===== config.mk =====
export PLATFORM = sky130hd
export DESIGN_NAME = sram_like_arbiter
export DESIGN_NICKNAME = d
export VERILOG_FILES = /design/src/rtl/sram_like_arbiter.sv
export SDC_FILE = /design/constraint.sdc
export NUM_CORES = 1
export LEC_CHECK = 0
export BUFFER_PORTS_ARGS = -buffer_cell sky130_fd_sc_hd__buf_2
export CORE_AREA = 4 4 113 115
export CTS_CLUSTER_DIAMETER = 150
export DETAILED_ROUTE_END_ITERATION = 8
export DIE_AREA = 0 0 117 119
export PLACE_DENSITY = 0.68
export SYNTH_ARGS = -nofsm -noshare
export SYNTH_HDL_FRONTEND = slang
export SYNTH_SLANG_ARGS = --single-unit

===== constraint.sdc =====
create_clock -name clk -period 4 [get_ports clk]
set_input_delay 0.6 -clock clk [delete_from_list [all_inputs] [get_ports clk]]
set_output_delay 0.6 -clock clk [all_outputs]
set_load 0.02 [all_outputs]

===== src/rtl/sram_like_arbiter.sv =====
// sram_like_arbiter: serialises the CPU's instruction and data sram-like
// channels onto one single-port synchronous RAM. Only one transaction is
// outstanding at a time, and the data channel has fixed priority.
// Handshake: ack pulses in the accept cycle, and rrdy pulses RAM_LAT+1
// cycles later.

module sram_like_arbiter #(
  parameter int ADDR_W  = 16,
  parameter int RAM_LAT = 1
) (
  input  logic              clk,
  input  logic              rst,

  input  logic [31:0]       inst_sram_addr,
  input  logic [31:0]       inst_sram_wdata,
  input  logic              inst_sram_wr,
  input  logic [3:0]        inst_sram_cen,
  output logic              inst_sram_ack,
  output logic              inst_sram_rrdy,
  output logic [31:0]       inst_sram_rdata,

  input  logic [31:0]       data_sram_addr,
  input  logic [31:0]       data_sram_wdata,
  input  logic              data_sram_wr,
  input  logic [3:0]        data_sram_cen,
  output logic              data_sram_ack,
  output logic              data_sram_rrdy,
  output logic [31:0]       data_sram_rdata,

  output logic              ram_en,
  output logic [3:0]        ram_we,
  output logic [ADDR_W-1:0] ram_addr,
  output logic [31:0]       ram_wdata,
  input  logic [31:0]       ram_rdata
);

  typedef enum logic [1:0] {IDLE, WAIT, RESP} state_e;
  typedef enum logic [1:0] {GNT_NONE, GNT_INST, GNT_DATA} grant_e;

  // A 3-bit counter covers the largest legal latency (7 -> load value 6).
  localparam int               CNT_W    = 3;
  localparam logic [CNT_W-1:0] CNT_LOAD = CNT_W'(RAM_LAT - 1);

  state_e           state;
  grant_e           grant;
  logic [CNT_W-1:0] lat_cnt;
  logic             wr_q;

  logic inst_req;
  logic data_req;
  logic accept_inst;
  logic accept_data;

  // Byte-offset and high address bits are deliberately ignored (silent aliasing).
  logic unused_addr_bits;
  assign unused_addr_bits = &{1'b0,
                              inst_sram_addr[31:ADDR_W+2], inst_sram_addr[1:0],
                              data_sram_addr[31:ADDR_W+2], data_sram_addr[1:0]};

  assign inst_req = |inst_sram_cen;
  assign data_req = |data_sram_cen;

  // Acceptance is combinational so ack lands in the request cycle. Reset masks it,
  // which keeps every output low while rst is held.
  assign accept_data = !rst && (state == IDLE) && data_req;
  assign accept_inst = !rst && (state == IDLE) && !data_req && inst_req;

  assign data_sram_ack = accept_data;
  assign inst_sram_ack = accept_inst;

  // Drive the RAM port from the winning channel during the accept cycle only.
  always_comb begin
    // NOTE: every output gets a default first, so paths that assign nothing cannot infer a latch.
    ram_en    = 1'b0;
    ram_we    = 4'b0000;
    ram_addr  = '0;
    ram_wdata = '0;
    if (accept_data) begin
      ram_en    = 1'b1;
      ram_we    = data_sram_wr ? data_sram_cen : 4'b0000;
      ram_addr  = data_sram_addr[ADDR_W+1:2];
      ram_wdata = data_sram_wdata;
    end else if (accept_inst) begin
      ram_en    = 1'b1;
      ram_we    = inst_sram_wr ? inst_sram_cen : 4'b0000;
      ram_addr  = inst_sram_addr[ADDR_W+1:2];
      ram_wdata = inst_sram_wdata;
    end
  end

  // Transaction FSM: latches the grant, waits out the RAM latency, captures read data and pulses rrdy.
  always_ff @(posedge clk or posedge rst) begin
    // NOTE: sequential state uses non-blocking assignments, so every flop samples pre-edge values.
    if (rst) begin
      state           <= IDLE;
      grant           <= GNT_NONE;
      lat_cnt         <= '0;
      wr_q            <= 1'b0;
      inst_sram_rrdy  <= 1'b0;
      data_sram_rrdy  <= 1'b0;
      inst_sram_rdata <= '0;
      data_sram_rdata <= '0;
    end else begin
      inst_sram_rrdy <= 1'b0;
      data_sram_rrdy <= 1'b0;
      unique case (state)
        IDLE: begin
          if (accept_data) begin
            grant   <= GNT_DATA;
            wr_q    <= data_sram_wr;
            lat_cnt <= CNT_LOAD;
            state   <= WAIT;
          end else if (accept_inst) begin
            grant   <= GNT_INST;
            wr_q    <= inst_sram_wr;
            lat_cnt <= CNT_LOAD;
            state   <= WAIT;
          end
        end
        WAIT: begin
          if (lat_cnt != '0) begin
            lat_cnt <= lat_cnt - CNT_W'(1);
          end else begin
            // Writes complete with rrdy too, but leave the read-data register untouched.
            if (!wr_q) begin
              if (grant == GNT_DATA) data_sram_rdata <= ram_rdata;
              if (grant == GNT_INST) inst_sram_rdata <= ram_rdata;
            end
            data_sram_rrdy <= (grant == GNT_DATA);
            inst_sram_rrdy <= (grant == GNT_INST);
            state          <= RESP;
          end
        end
        RESP: begin
          grant <= GNT_NONE;
          state <= IDLE;
        end
        default: begin
          grant <= GNT_NONE;
          state <= IDLE;
        end
      endcase
    end
  end

endmodule


* After elaboration in Yosys (flattened, before gate mapping) *
Index checks and enable logic that the tools add are counted.

storage, ports and cells
  flip-flop bits (word level) = 74
  input port bits = 172
  output and inout port bits = 121
  logic and storage cells = 62

cells by class
  $add $sub $neg = 1
  equal/unequal tests = 6
  mux-type cells = 26
  bitwise operators = 3
  reductions and logical operators = 18

operators by type and width
  cell                                                                   count
  32-bit two-way mux                                                     2
  16-bit two-way mux                                                     2
  4-bit two-way mux                                                      4
  3-bit two-way mux                                                      3
  1-bit two-way mux                                                      8
  2-bit two-way mux                                                      4
  2-bit case mux with 2 select lines                                     2
  4-bit AND reduction                                                    2
  4-bit OR reduction                                                     2
  3-bit case mux with 2 select lines                                     1
  2-bit AND reduction                                                    3
  2-bit by 1-bit equality test with 1-bit output, second input constant  2
  1-bit logical AND                                                      4
  2-bit != test, second input constant                                   2
  2-bit nonzero test                                                     2
  3-bit != test, second input constant                                   1
  1-bit inverter                                                         3
  3-bit AND reduction                                                    1
  3-bit nonzero test                                                     1
  3-bit by 1-bit subtractor with 3-bit output, second input constant     1
  2-bit equality test, second input constant                             1
  1-bit logical NOT                                                      2
  2-bit logical NOT                                                      1

* Logic depth before layout (Yosys ltp) *
Gate-level depths: netlist of the first run.

  depth in word-level cells = 7
  mapped depth = 6
  gate-level depth less buffers = 5

* Least setup slack after synthesis of the first run *
Ideal clock, no wire load.

  path type = input-to-output
  start point = in data_sram_cen[3]
  end point = out ram_addr[0]
  arrival = 1.962 ns
  required time = 3.400 ns
  path slack = 1.438 ns
  stages = 4
  path buffers = 1
  cell sequence = nor4_2 -> clkbuf_1 -> nand3_1 -> a21oi_1

between the ends
  word-level cells in the longest chain between the ends = 6
  elaborated cells on any way between the ends = 7
  classes of those cells = mux (2); reduce/logical (5)

RTL lines
  element                          RTL line  RTL
  start: declaration               25        input logic [3:0] data_sram_cen,
  4-bit OR reduction (*)           61        assign data_req = |data_sram_cen;
  1-bit logical NOT                66        assign accept_inst = !rst && (state == IDLE) && !data_req && inst_req;
  1-bit logical AND (2 in series)  66
  16-bit two-way mux               83        end else if (accept_inst) begin
  16-bit two-way mux (*)           78        if (accept_data) begin
  end: declaration                 32        output logic [ADDR_W-1:0] ram_addr,

Mark *: on every way between the ends. The rest lies on a longest branch, timed or not.

* Final worst setup path of the first run *
  start point = in data_sram_cen[3]
  end point = out ram_wdata[0]

between the ends
  word-level cells in the longest chain between the ends = 6
  elaborated cells on any way between the ends = 7
  classes of those cells = mux (2); reduce/logical (5)

RTL lines
  element                          RTL line  RTL
  4-bit OR reduction (*)           61
  1-bit logical NOT                66
  1-bit logical AND (2 in series)  66
  32-bit two-way mux               83
  32-bit two-way mux (*)           78
  end: declaration                 33        output logic [31:0] ram_wdata,

Marks and branches as above.

==> results of run 1 <==
how the worst min path moves through the flow:
stage                            start            endpoint  cells past startpoint
floorplan                     state[1]            grant[1]                      1
global placement              state[1]            grant[1]                      1
detailed placement            state[1]            grant[1]                      1
CTS                           state[1]            grant[1]                      1
global route        inst_sram_rdata[2]  inst_sram_rdata[2]                      1
finish                        state[1]            grant[1]                      1
per-stage QoR:
step | hold WS, ps | setup slack [ps] | cells | total power [mW] | area [um2]
after global routing | 511.5 | 901.9 | 763 | 3.542 | 5419
after global placement | 459.5 | 1053 | 747 | 2.557 | 5126
final | 497.2 | 998.1 | 763 | 3.334 | 5419
after floorplan | 441.8 | 1438 | 361 | 2.045 | 3676
after detailed placement | 482.7 | 1008 | 747 | 2.601 | 5126
after CTS | 492.4 | 1007 | 763 | 3.385 | 5419
registers in the layout, indices dropped and copies added (netlist names):
register and cells:
data_sram_rdata 32, inst_sram_rdata 32, lat_cnt 3, grant 2, state 2, data_sram_rrdy 1, inst_sram_rrdy 1, wr_q 1
critical path, cell delays in order:
cell and delay (ps):
buf_2 120, or4_1 920, buf_4 390, nand2_1 100
a21oi_1 70, buf_2 180
placed cells by master, fill, tap and decap left out:
cell type   synthesis  layout
nor3_4              0       2
nor3_1              1       1
nor4_4              0       1
nand2b_1            3       3
o21bai_1            1       1
nor4_1              1       1
nor2b_1             1       1
a211oi_1            1       1
buf_4               0       8
o22ai_1             1       1
clkbuf_8            0       3
nor2_1              9       9
o31ai_1             1       1
ha_1                2       2
nand3_1            48      48
mux2i_1             1       1
mux2_2             63      63
mux2_1              1       1
clkbuf_1           21       1
buf_2               7     260
nand4bb_1           1       1
or3_2               0       1
clkinvlp_4          0       3
o211a_1             1       1
a32oi_1             4       4
nand2_1            50      50
or4_1               3       3
o32ai_1             1       1
o21ai_0             3       3
or3_1               3       2
clkbuf_16           0       9
inv_2               0       1
a21oi_1            51      51
dfrtp_1            74      74
inv_1               4       3
cell type report:
cell class,count,area (um2)
flip-flops and latches,74,1852
multi-input cells,254,1714
well taps,147,183.9
clock inverters,3,22.52
repair buffers,268,1361
fillers,1111,6392
clock buffers,13,270.3
inverters,4,15.01
report_power, final:
| group | internal (mW) | switching, mW |
|---|---|---|
| Combinational | 0.544 | 0.807 |
| Sequential | 1.06 | 0.158 |
| Clock | 0.471 | 0.290 |
cell families (layout without fill, tap and decap cells):
| family | count (synthesis) | in the layout |
|---|---|---|
| adder cells (fa/ha/maj) | 2 | 2 |
| buffers and inverters | 33 | 288 |
| AO/OA/AOI/OAI | 64 | 64 |
| flip-flops | 74 | 74 |
| AND/OR/NAND/NOR | 123 | 123 |
| multiplexers | 65 | 65 |
routing by layer:
| layer | up-vias | track usage, % | share of wire, % |
|---|---|---|---|
| met5 | - | 0 | 0.039 |
| met1 | 1734 | 19.51 | 37 |
| met3 | 23 | 3.963 | 9.2 |
| met2 | 221 | 31.72 | 49 |
| li1 | 1774 | - | - |
| met4 | 2 | 9.391 | 4.9 |
==> results.yml, run 1 <==
global_route:
  grt_pass1_wl_um: 19410
  antenna_found_initial: 0
  gr-total-overflow: 0
  grt_pass1_vias: 3856
  grt_max_degree: 50
  grt_use_total_pct: 17.90
synthesis:
  synth_edf_count: 0
  synth_nets: 535
  netlist_area_um2: 3676
  synthSimpleGateAreaFrac_pct: 15.86
  yosysTopAreaCell: "dfrtp_1"
  yosys-top-cells-area: "dfrtp_1, mux2_2, a21oi_1"
  synth_top_family_by_area: "multiplexers"
  synth.top_cells.by_count: "dfrtp_1, mux2_2, a21oi_1"
  yosys_warnings: 0
  seq_area_frac_synth_pct: 50.37
  synthArstFlopShare_pct: 100.0
  synthAdderAreaFrac_pct: 0.6807
  synth_compound_area_share_pct: 9.598
  synthCells: 361
  synthXorXnorAreaFrac_pct: 0
  syn_avg_cell_area_um2: 10.18
  ys_types: 30
  yosys.cell_count.top_type: "dfrtp_1"
  ys_ff_latch: 74
  synth_top_area_share_pct: 50.37
  synthMuxAreaShare_pct: 19.88
  ys.flop_type: "dfrtp_1"
clock_tree:
  clock_latency_ps: 320
  cts.sinks: 74
  post_cts_resized: 0
  cts_hold_buffers: 0
  ctsRootBufferMaster: "clkbuf_16"
  cts_setup_buffers: 0
  cts_buffers: 9
  htreeDepth: 3
  cts_tree: "yes"
  path_clk_slew_ps: 60
  cts_buffer_depth: 2
setup_path:
  crit_required_ps: 3400
  crit_path_end_kind: "primary output"
  crit_end: "ram_wdata[0]"
  r2r_slack_ps: 1820
  cp-startpoint: "data_sram_cen[3]"
  r2r_end: "data_sram_rdata[28]"
  cp.arrival_ps: 2400
  r2r-start: "lat_cnt[0]"
  start_kind: "input pin"
  crit_fanout: 27
  worst-r2r-cell-count: 6
  path_class: "in2out"
worst_hold_path:
  worstHoldPathType: "reg2reg"
timing:
  fin_crit_sh_pct: 75.05
  finalSetupViolCount: 0
  tns_ps: 0
  rsz0062_at_grt: "no"
  slew_viol_final: 0
  relSlewSlack_pct: 38.45
  finalHoldViolations: 0
  tightest_slew_ps: 921.8
  post-route-min-period_ps: 3002
  skew_ps: 4.472
  fmax_ghz: 0.3331
route:
  vias: 3754
  wl_um: 12760
  avgRoutedWirePerCell_um: 16.73
  drt_iter0_markers: 224
  drcViolationCount: 0
  antenna_left: 0
  routed_via_density: 4.920
  drtPass1Iterations: 5
pwr:
  p_per_area_nw_per_um2: 615.2
  p_leak_nw: 2.928
  vdd_drop_max_mv: 0.1846
floorplan:
  start_util_pct: 31.12
  fp.dieH_um: 119
  die-area_um2: 13920
  rows: 40
  fp.coreArea_um2: 11810
  fp.dieW_um: 117
  ios: 293
cells_and_area:
  antenna_cells: 0
  final_util_pct: 45.88
  drive_gt1_share_pct: 56.98
  layout.nets: 785
  syn_to_final_growth_pct: 47.41
place:
  place.gp.congestion: 0.9116
  hpwlAfterDp_um: 10100
  port_buffers: 260
outcome:
  status: "complete, no violations"
run:
  cap_violations: 0
Power figures use the tool's default switching activity.
==> inputs of run 2 (changes only) <==
--- a/config.mk
+++ b/config.mk
@@ -6,11 +6,11 @@
 export NUM_CORES = 1
 export LEC_CHECK = 0
 export BUFFER_PORTS_ARGS = -buffer_cell sky130_fd_sc_hd__buf_2
-export CORE_AREA = 4 4 113 115
+export CORE_AREA = 4 4 110 112
 export CTS_CLUSTER_DIAMETER = 150
 export DETAILED_ROUTE_END_ITERATION = 8
-export DIE_AREA = 0 0 117 119
-export PLACE_DENSITY = 0.68
+export DIE_AREA = 0 0 114 116
+export PLACE_DENSITY = 0.71
 export SYNTH_ARGS = -nofsm -noshare
 export SYNTH_HDL_FRONTEND = slang
 export SYNTH_SLANG_ARGS = --single-unit
==> constraint.sdc (replaced) <==
create_clock -name clk -period 2.9 [get_ports clk]
set_input_delay 0.435 -clock clk [delete_from_list [all_inputs] [get_ports clk]]
set_output_delay 0.435 -clock clk [all_outputs]
set_load 0.02 [all_outputs]
==> results.yml, run 2 (synthesized netlist as in run 1, its figures left out) <==
outcome:
  status: "complete, no violations"
floorplan:
  ios: 293
  fp.dieH_um: 116
  fp.coreArea_um2: 11220
  start_util_pct: 32.75
  die-area_um2: 13220
  rows: 39
  fp.dieW_um: 114
timing:
  fin_ws_ps: 261.5
  post-route-min-period_ps: 2638
  relSlewSlack_pct: 55.43
  holdWs_ps: 213.3
  tightest_slew_ps: 668.6
  finalHoldViolations: 0
  fmax_ghz: 0.3790
  rsz0062_at_grt: "no"
  skew_ps: 4.764
  fin_crit_sh_pct: 90.98
  slew_viol_final: 0
  finalSetupViolCount: 0
  tns_ps: 0
clock_tree:
  cts_hold_buffers: 0
  cts_buffers: 9
  cts_buffer_depth: 2
  cts_setup_buffers: 0
  clock_latency_ps: 330
  cts.sinks: 74
  ctsRootBufferMaster: "clkbuf_16"
  post_cts_resized: 0
  cts_tree: "yes"
  htreeDepth: 3
  path_clk_slew_ps: 50
pwr:
  vdd_drop_max_mv: 0.5578
  power_mw: 4.631
  p_leak_nw: 2.970
  p_per_area_nw_per_um2: 846.2
setup_path:
  path_class: "reg2out"
  start_kind: "flip-flop"
  crit_path_end_kind: "primary output"
  crit_fanout: 39
  worstPathCellList: "or3_2 -> buf_4 -> a21oi_1 -> buf_2"
  cp_slowest_cell: "or3_2"
  cp.arrival_ps: 2200
  crit_family: "simple AND/OR/NAND/NOR gates"
  crit_buf_inv: 2
  crit_required_ps: 2470
  slowest_delay_ps: 810
place:
  hpwlAfterDp_um: 10100
  dp_slack_ps: 523.9
  placed_area_um2: 5176
  port_buffers: 260
  place.gp.congestion: 0.9310
cells_and_area:
  top_regs: "data_sram_rdata (32), inst_sram_rdata (32), lat_cnt (3)"
  fill_cells: 1036
  final_common_cell: "buf_2"
  final_cell_mix: "buf_2, dfrtp_1, mux2_2"
  antenna_cells: 0
  layout.nets: 789
  drive_gt1_share_pct: 57.26
  syn_to_final_growth_pct: 48.88
  fin_area_um2: 5473
route:
  avgRoutedWirePerCell_um: 16.34
  drt_iter0_markers: 254
  drcViolationCount: 0
  antenna_left: 0
  vias: 3769
  drtPass1Iterations: 4
  wl_um: 12470
  routed_via_density: 4.940
run:
  cap_violations: 0
global_route:
  grt_pass1_wl_um: 18540
  grt_pass1_vias: 3571
  antenna_found_initial: 0
  grt_use_total_pct: 18.11
  gr-total-overflow: 0
  grt_max_degree: 75
worst_hold_path:
  worstHoldPathType: "in2async"
-- run 2: changes by cell type in the layout (fill, tap and decap cells not counted), sizes merged --
cell and change:
bufinv +1, buf +4, clkbuf -2, clkinv +4, clkinvlp -3
-- run 2: worst min-delay path: stages --
cell,delay (ps)
buf_2,120
inv_2,60
buf_12,320
-- run 2: per-stage QoR --
step / util [%] / std cells
CTS: 48.76 / 763
floorplan: - / 361
finish: 48.76 / 763
detailed placement: 46.12 / 747
global route: 48.76 / 763
global placement: 46.12 / 747
-- run 2: layout make-up --
type / count / area (um2) / area share, %
clock inverter: 5 / 53.80 / 0.9831
inverter: 4 / 15.01 / 0.2743
tap: 143 / 178.9 / 3.269
timing repair buffer: 272 / 1416 / 25.88
sequential: 74 / 1852 / 33.84
clock buffer: 11 / 242.7 / 4.435
multi-input combinational: 254 / 1714 / 31.32
-- run 2: worst paths after layout --
path,startpoint,end,slack (ps),cells past startpoint
max,state[1],ram_wdata[23],260,4
min,rst,inst_sram_rdata[31],210,3
max in group asynchronous,rst,inst_sram_rdata[22],2370,3
min in group clk,ram_rdata[27],inst_sram_rdata[27],340,2
min reg2reg,inst_sram_rdata[27],inst_sram_rdata[27],490,1
max reg2reg,lat_cnt[0],inst_sram_rdata[19],710,6
-- run 2: routing by layer --
metal | wire length, um | up-vias | GRT usage (%)
met2 | 6351 | 209 | 31.93
met4 | 478 | 0 | 7.997
met1 | 4414 | 1747 | 20.03
met5 | 0 | - | 0
met3 | 1223 | 21 | 5.796
li1 | - | 1792 | -
-- run 2: where the power goes --
group / leakage [nW] / internal, mW / switching, mW
logic: 1.88 / 0.759 / 1.11
registers: 0.943 / 1.47 / 0.216
clock network: 0.149 / 0.685 / 0.389
total: 2.97 / 2.91 / 1.72
